[src/rtl/fifo_arb_pkg.sv]
// Shared types and default sizing for the FIFO write arbiter.
package fifo_arb_pkg;

    typedef enum logic {
        IDLE  = 1'b0,
        BURST = 1'b1
    } arb_state_t;

    localparam int N_REQ_DEF     = 4;
    localparam int DW_DEF        = 32;
    localparam int BURST_MAX_DEF = 4;

endpackage

[src/rtl/fifo_wr_arbiter_if.sv]
// Requester-side and FIFO-side signals of the write arbiter.
// The slave modport is the arbiter's view, the master modport the environment's.
interface fifo_wr_arbiter_if
    import fifo_arb_pkg::*;
#(
    parameter int N_REQ = N_REQ_DEF,
    parameter int DW    = DW_DEF
);
    localparam int IW = $clog2(N_REQ);

    logic [N_REQ-1:0]    req;
    logic [N_REQ*DW-1:0] req_data;
    logic [N_REQ-1:0]    req_last;
    logic [N_REQ-1:0]    ack;
    logic                fifo_we;
    logic [DW-1:0]       fifo_din;
    logic                fifo_full;
    logic [IW-1:0]       gnt_id;
    logic                busy;

    modport master (
        output req, req_data, req_last, fifo_full,
        input  ack, fifo_we, fifo_din, gnt_id, busy
    );

    modport slave (
        input  req, req_data, req_last, fifo_full,
        output ack, fifo_we, fifo_din, gnt_id, busy
    );

endinterface

[src/rtl/fifo_wr_arbiter_rr_picker.sv]
// Round-robin picker: first requester with req high, starting one past last_gnt.
module rr_picker
    import fifo_arb_pkg::*;
#(
    parameter int N_REQ = N_REQ_DEF,
    localparam int IW   = $clog2(N_REQ)
)(
    input  logic [N_REQ-1:0] req,
    input  logic [IW-1:0]    last_gnt,
    output logic             valid,
    output logic [IW-1:0]    idx
);

    logic [IW-1:0] cand;

    // Walk all positions after last_gnt (wrapping, ending on last_gnt itself) and keep the first hit.
    always_comb begin
        valid = 1'b0;
        idx   = '0;
        cand  = '0;
        for (int k = 1; k <= N_REQ; k++) begin
            cand = IW'((int'(last_gnt) + k) % N_REQ);
            if (!valid && req[cand]) begin
                valid = 1'b1;
                idx   = cand;
            end
        end
    end

endmodule

[src/rtl/fifo_wr_arbiter.sv]
// Burst write arbiter: N requesters share one downstream sync FIFO.
// One IDLE cycle arbitrates, then the owner streams up to BURST_MAX words.
module fifo_wr_arbiter
    import fifo_arb_pkg::*;
#(
    parameter int N_REQ     = N_REQ_DEF,
    parameter int DW        = DW_DEF,
    parameter int BURST_MAX = BURST_MAX_DEF
)(
    input  logic             clk,
    input  logic             rst,
    fifo_wr_arbiter_if.slave bus
);

    localparam int IW = $clog2(N_REQ);
    localparam int CW = $clog2(BURST_MAX + 1);

    arb_state_t    state_q, state_d;
    logic [IW-1:0] gnt_q, gnt_d;
    logic [IW-1:0] last_q, last_d;
    logic [CW-1:0] cnt_q, cnt_d;
    logic [CW-1:0] cnt_inc;
    logic          pick_valid;
    logic [IW-1:0] pick_idx;
    logic          in_burst;
    logic          accept;

    rr_picker #(.N_REQ(N_REQ)) u_picker (
        .req      (bus.req),
        .last_gnt (last_q),
        .valid    (pick_valid),
        .idx      (pick_idx)
    );

    assign in_burst = (state_q == BURST);
    assign accept   = in_burst && bus.req[gnt_q] && !bus.fifo_full;
    assign cnt_inc  = cnt_q + CW'(1);

    // Zero-latency datapath: the owner's word goes straight to the FIFO; data is forced to zero outside a burst.
    always_comb begin
        bus.ack        = '0;
        bus.ack[gnt_q] = accept;
        bus.fifo_we    = accept;
        bus.fifo_din   = in_burst ? bus.req_data[int'(gnt_q)*DW +: DW] : '0;
        bus.gnt_id     = gnt_q;
        bus.busy       = in_burst;
    end

    // Next-state: grant in IDLE, count accepted words in BURST, leave on last word, full count or request drop.
    always_comb begin
        state_d = state_q;
        gnt_d   = gnt_q;
        last_d  = last_q;
        cnt_d   = cnt_q;
        unique case (state_q)
            IDLE: begin
                if (pick_valid && !bus.fifo_full) begin
                    state_d = BURST;
                    gnt_d   = pick_idx;
                    last_d  = pick_idx;
                    cnt_d   = '0;
                end
            end
            BURST: begin
                if (!bus.req[gnt_q]) begin
                    state_d = IDLE;
                end else if (accept) begin
                    cnt_d = cnt_inc;
                    if (bus.req_last[gnt_q] || (cnt_inc == CW'(BURST_MAX))) begin
                        state_d = IDLE;
                    end
                end
            end
            default: state_d = IDLE;
        endcase
    end

    // State registers; reset points last_gnt at the top requester so requester 0 wins first.
    always_ff @(posedge clk or negedge rst) begin
        if (!rst) begin
            state_q <= IDLE;
            gnt_q   <= '0;
            last_q  <= IW'(N_REQ - 1);
            cnt_q   <= '0;
        end else begin
            state_q <= state_d;
            gnt_q   <= gnt_d;
            last_q  <= last_d;
            cnt_q   <= cnt_d;
        end
    end

endmodule

[src/flat_wrapper.sv]
// flat-port wrapper written by rule: the top's interface ports become plain ports
module fifo_wr_arbiter_flat import fifo_arb_pkg::*;
#(
    parameter int N_REQ     = N_REQ_DEF,
    parameter int DW        = DW_DEF,
    parameter int BURST_MAX = BURST_MAX_DEF
)
  (clk, rst, bus_req, bus_req_data, bus_req_last, bus_fifo_full, bus_ack, bus_fifo_we, bus_fifo_din, bus_gnt_id, bus_busy);
  fifo_wr_arbiter_if #(.N_REQ(N_REQ), .DW(DW)) bus_i ();
  input  logic clk;
  input  logic rst;
  input wire logic [$bits(bus_i.req)-1:0] bus_req;
  input wire logic [$bits(bus_i.req_data)-1:0] bus_req_data;
  input wire logic [$bits(bus_i.req_last)-1:0] bus_req_last;
  input wire logic [$bits(bus_i.fifo_full)-1:0] bus_fifo_full;
  output wire logic [$bits(bus_i.ack)-1:0] bus_ack;
  output wire logic [$bits(bus_i.fifo_we)-1:0] bus_fifo_we;
  output wire logic [$bits(bus_i.fifo_din)-1:0] bus_fifo_din;
  output wire logic [$bits(bus_i.gnt_id)-1:0] bus_gnt_id;
  output wire logic [$bits(bus_i.busy)-1:0] bus_busy;
  assign bus_i.req = bus_req;
  assign bus_i.req_data = bus_req_data;
  assign bus_i.req_last = bus_req_last;
  assign bus_i.fifo_full = bus_fifo_full;
  assign bus_ack = bus_i.ack;
  assign bus_fifo_we = bus_i.fifo_we;
  assign bus_fifo_din = bus_i.fifo_din;
  assign bus_gnt_id = bus_i.gnt_id;
  assign bus_busy = bus_i.busy;
  fifo_wr_arbiter #(.N_REQ(N_REQ), .DW(DW), .BURST_MAX(BURST_MAX)) u_core (.clk(clk), .rst(rst), .bus(bus_i));
endmodule
[config.mk]
export PLATFORM = sky130hd
export DESIGN_NAME = fifo_wr_arbiter_flat
export DESIGN_NICKNAME = d
export VERILOG_FILES = /design/src/rtl/fifo_arb_pkg.sv /design/src/rtl/fifo_wr_arbiter_if.sv /design/src/rtl/fifo_wr_arbiter_rr_picker.sv /design/src/rtl/fifo_wr_arbiter.sv /design/src/flat_wrapper.sv
export SDC_FILE = /design/constraint.sdc
export NUM_CORES = 1
export LEC_CHECK = 0
export ABC_AREA = 0
export CORE_MARGIN = 2
export CORE_UTILIZATION = 25
export CTS_CLUSTER_DIAMETER = 120
export DETAILED_ROUTE_END_ITERATION = 16
export PLACE_DENSITY = 0.76
export SYNTH_ARGS = -nofsm -noshare
export SYNTH_HDL_FRONTEND = slang
export SYNTH_SLANG_ARGS = --single-unit
export TNS_END_PERCENT = 30
[constraint.sdc]
create_clock -name clk -period 1.42 [get_ports clk]
set_clock_uncertainty 0.05 [all_clocks]
set_input_delay 0.142 -clock clk [delete_from_list [all_inputs] [get_ports clk]]
set_output_delay 0.142 -clock clk [all_outputs]
set_load 0.005 [all_outputs]
==> flow_summary.json <==
{
  "insertion_delay_ps": 240,
  "grt_pass1_vias": 2061,
  "whs_ps": 139,
  "slew_headroom_pct": 74.9,
  "critical-path-top-delay-family": "multiplexers",
  "place_area_mm2": 0.00353,
  "synth-seq-cells": 8,
  "rrSetupSlack_ps": -360,
  "synth_top_area_share_pct": 49.4,
  "drt_iter0_drc": 19,
  "status": "finished, violations left",
  "rows": 28,
  "hold_path_class": "input pin to async pin",
  "critPathCaptureType": "output pin",
  "die_y_um": 82.7,
  "maxSlewViolCount": 0,
  "violations": "setup timing",
  "grt_use_total_pct": 19.0,
  "fp.coreArea_mm2": 0.00596,
  "area_growth_pct": 141,
  "tightest_slew_ps": 375,
  "initial_core_util_pct": 26.0,
  "grt_use_met3_pct": 5.65,
  "nets": 476,
  "slowest_delay_ps": 500,
  "antenna_cells": 0,
  "slowest_stage": "mux4_2",
  "ir_worst_vdd_mv": 1.62,
  "fin_crit_sh_pct": 137,
  "min_period_ps": 1940,
  "cts_sinks": 8,
  "postSynthCellCount": 135,
  "antenna_found_initial": 1,
  "syn-mean-instance-area_um2": 11.5,
  "htree_levels": 1,
  "reg2reg_depth": 8,
  "die_w_um": 82.7,
  "gp_congestion": 0.822,
  "power_mw": 5.33,
  "dp_slack_ps": -641,
  "top_usage_layer": "met2",
  "drive_gt1_share_pct": 40.7,
  "start_kind": "flip-flop",
  "fin_setup_tns_ps": -16570,
  "n_fill_cell": 503,
  "vias": 1960,
  "cap_violations": 0,
  "critPathKind": "flip-flop to output pin",
  "timing.final.ws_setup_ps": -518,
  "rsz0062_at_grt": "yes",
  "post-route-drc-count": 0,
  "cp.arrival_ps": 1750,
  "clk_pin_slew_ps": 50,
  "post-route-cell-area_mm2": 0.00374,
  "hold_violations": 0,
  "io_buffers": 178,
  "yosysWarnings": 0,
  "powerDensity_mw_per_mm2": 1420,
  "met2_usage_pct": 37.2,
  "drt_pass1_iterations": 4,
  "yosysSeqAreaShare_pct": 13.1,
  "critPathBufInv": 4,
  "worstReg2RegStart": "u_core.bus.gnt_id[0]",
  "syn_area_mm2": 0.00155,
  "crit_required_ps": 1230,
  "synthTopCellsByArea": "mux4_2, and2_1, dfrtp_1",
  "leakage_nw": 1.58,
  "ctsLongestPathBuffers": 2,
  "wl_um": 6920,
  "reg2reg_to": "u_core.cnt_q[2]",
  "io_pins": 179,
  "gr-total-overflow": 0,
  "fp.dieArea_mm2": 0.00685,
  "routedWlPerCell_um": 16.9,
  "grtUsageMet1_pct": 19.7,
  "dp_hpwl_um": 5610,
  "synth_nets": 276,
  "cts.hold.buffers_added": 0,
  "fmax_ghz": 0.516,
  "cts_tree": "done",
  "cp_max_fo": 7,
  "via_per_inst": 4.79,
  "synth_cell_type_count": 32,
  "cp_cell_sequence": "buf_12 > buf_12 > buf_6 > mux4_2 > and2_4 > buf_6",
  "grt_pass1_wl_um": 9880,
  "synth_area_leader_cell": "mux4_2",
  "grt_max_degree": 34,
  "cts-buffers-inserted": 3,
  "root_buffer": "clkbuf_8",
  "ant_nets": 0,
  "setup-violations-final": 42
}
-- cells by family after synthesis --
logic type      Yosys count  share of synthesized area (%)
compound gates           17                           7.10
xor+xnor                  1                          0.565
fa+ha+maj                 2                           1.61
buf+inv                  16                           5.73
flops                     8                           13.1
mux                      37                           51.3
simple gates             54                           20.6
-- cell usage after synthesis --
master	count
a211oi_1	1
a21o_1	3
a21oi_1	3
a2bb2oi_1	1
and2_1	32
and3_1	1
buf_1	1
buf_2	5
buf_6	3
clkbuf_1	4
dfrtp_1	6
dfstp_2	2
ha_1	2
inv_1	3
mux2i_1	3
mux4_2	34
nand2_1	6
nand2_2	1
nand2b_1	2
nand4b_1	1
nor2_1	4
nor2b_1	1
nor3_1	1
nor4_1	2
nor4b_1	2
o211ai_1	2
o21a_1	2
o21ai_0	2
o21ai_1	2
o22ai_1	1
or3_1	1
xor2_1	1
-- worst register-to-register path, delay by kind of cell, from the launching register on --
family / cells / cell delay (ps)
DFF: 1 / 420
and+or+nand+nor: 1 / 70
muxes: 2 / 520
AOI/OAI and AO/OA: 1 / 70
buffers and inverters: 4 / 520
-- worst max path at each step --
| stage | startpoint | end | cells after the start |
|---|---|---|---|
| 2_1_floorplan | u_core.bus.gnt_id[0] | bus_fifo_din[10] | 4 |
| 3_3_place_gp | bus_req[3] | bus_ack[3] | 6 |
| 3_5_place_dp | bus_req[3] | bus_ack[3] | 6 |
| 4_1_cts | u_core.bus.gnt_id[0] | bus_fifo_din[11] | 6 |
| 5_1_grt | u_core.bus.gnt_id[0] | bus_fifo_din[11] | 6 |
| 6_report | u_core.bus.gnt_id[0] | bus_fifo_din[11] | 6 |
-- layout make-up --
class | count | area (um2) | area share [%]
Inverter | 3 | 11.3 | 0.301
Clock buffer | 4 | 45.0 | 1.20
Timing Repair Buffer | 208 | 2030 | 54.3
Sequential cell | 8 | 205 | 5.48
Multi-Input combinational cell | 111 | 1360 | 36.2
Tap cell | 75 | 93.8 | 2.51
-- report_power, final --
group	switching (mW)	total, mW	internal (mW)
Sequential	0.133	0.490	0.357
Clock	0.102	0.298	0.196
Combinational	1.58	4.54	2.96
-- cell usage in the layout, fill, tap and decap left out, types with 2 or more instances in the layout --
master | synthesis | routed
mux4_2 | 34 | 34
mux2i_1 | 3 | 3
nand2_1 | 6 | 6
ha_1 | 2 | 2
dlygate4sd2_1 | 0 | 4
and2_4 | 0 | 18
buf_12 | 0 | 5
dlymetal6s2s_1 | 0 | 2
buf_16 | 0 | 2
o21ai_1 | 2 | 3
buf_2 | 5 | 16
dfstp_2 | 2 | 2
buf_4 | 0 | 11
nor2_1 | 4 | 3
clkbuf_8 | 0 | 3
nand2b_1 | 2 | 2
inv_1 | 3 | 3
and2_1 | 32 | 14
clkdlybuf4s50_1 | 0 | 134
nor4b_2 | 0 | 2
o211ai_1 | 2 | 2
dfrtp_1 | 6 | 4
a21o_1 | 3 | 3
clkbuf_2 | 0 | 11
o21a_1 | 2 | 2
dfrtp_2 | 0 | 2
a21oi_1 | 3 | 2
buf_6 | 3 | 23
-- through the flow --
stage	utilization, %	cells
CTS	62.9	409
detailed placement	59.3	394
global route	62.9	409
finish	62.9	409
global placement	59.3	394
floorplan	-	135
-- state kept, by name, indices dropped and copies added (netlist names) --
name and cells:
u_core.bus.busy 1, u_core.bus.gnt_id 2, u_core.cnt_q 3, u_core.last_q 2
-- layer usage --
metal  vias to the layer above  wire length [um]
li1                        930                 -
met1                       927              2310
met2                        92              3670
met3                         9               848
met4                         2                78
met5                         -                13
-- what timing repair did --
action                                  in CTS  in global routing
endpoints found under the setup margin      48                 46
resized for setup                          169                 32
buffers inserted                             8                  1
gates cloned                                 3                  0
pin swaps                                   28                  2
Note: power is estimated with default switching activity, not from simulation.
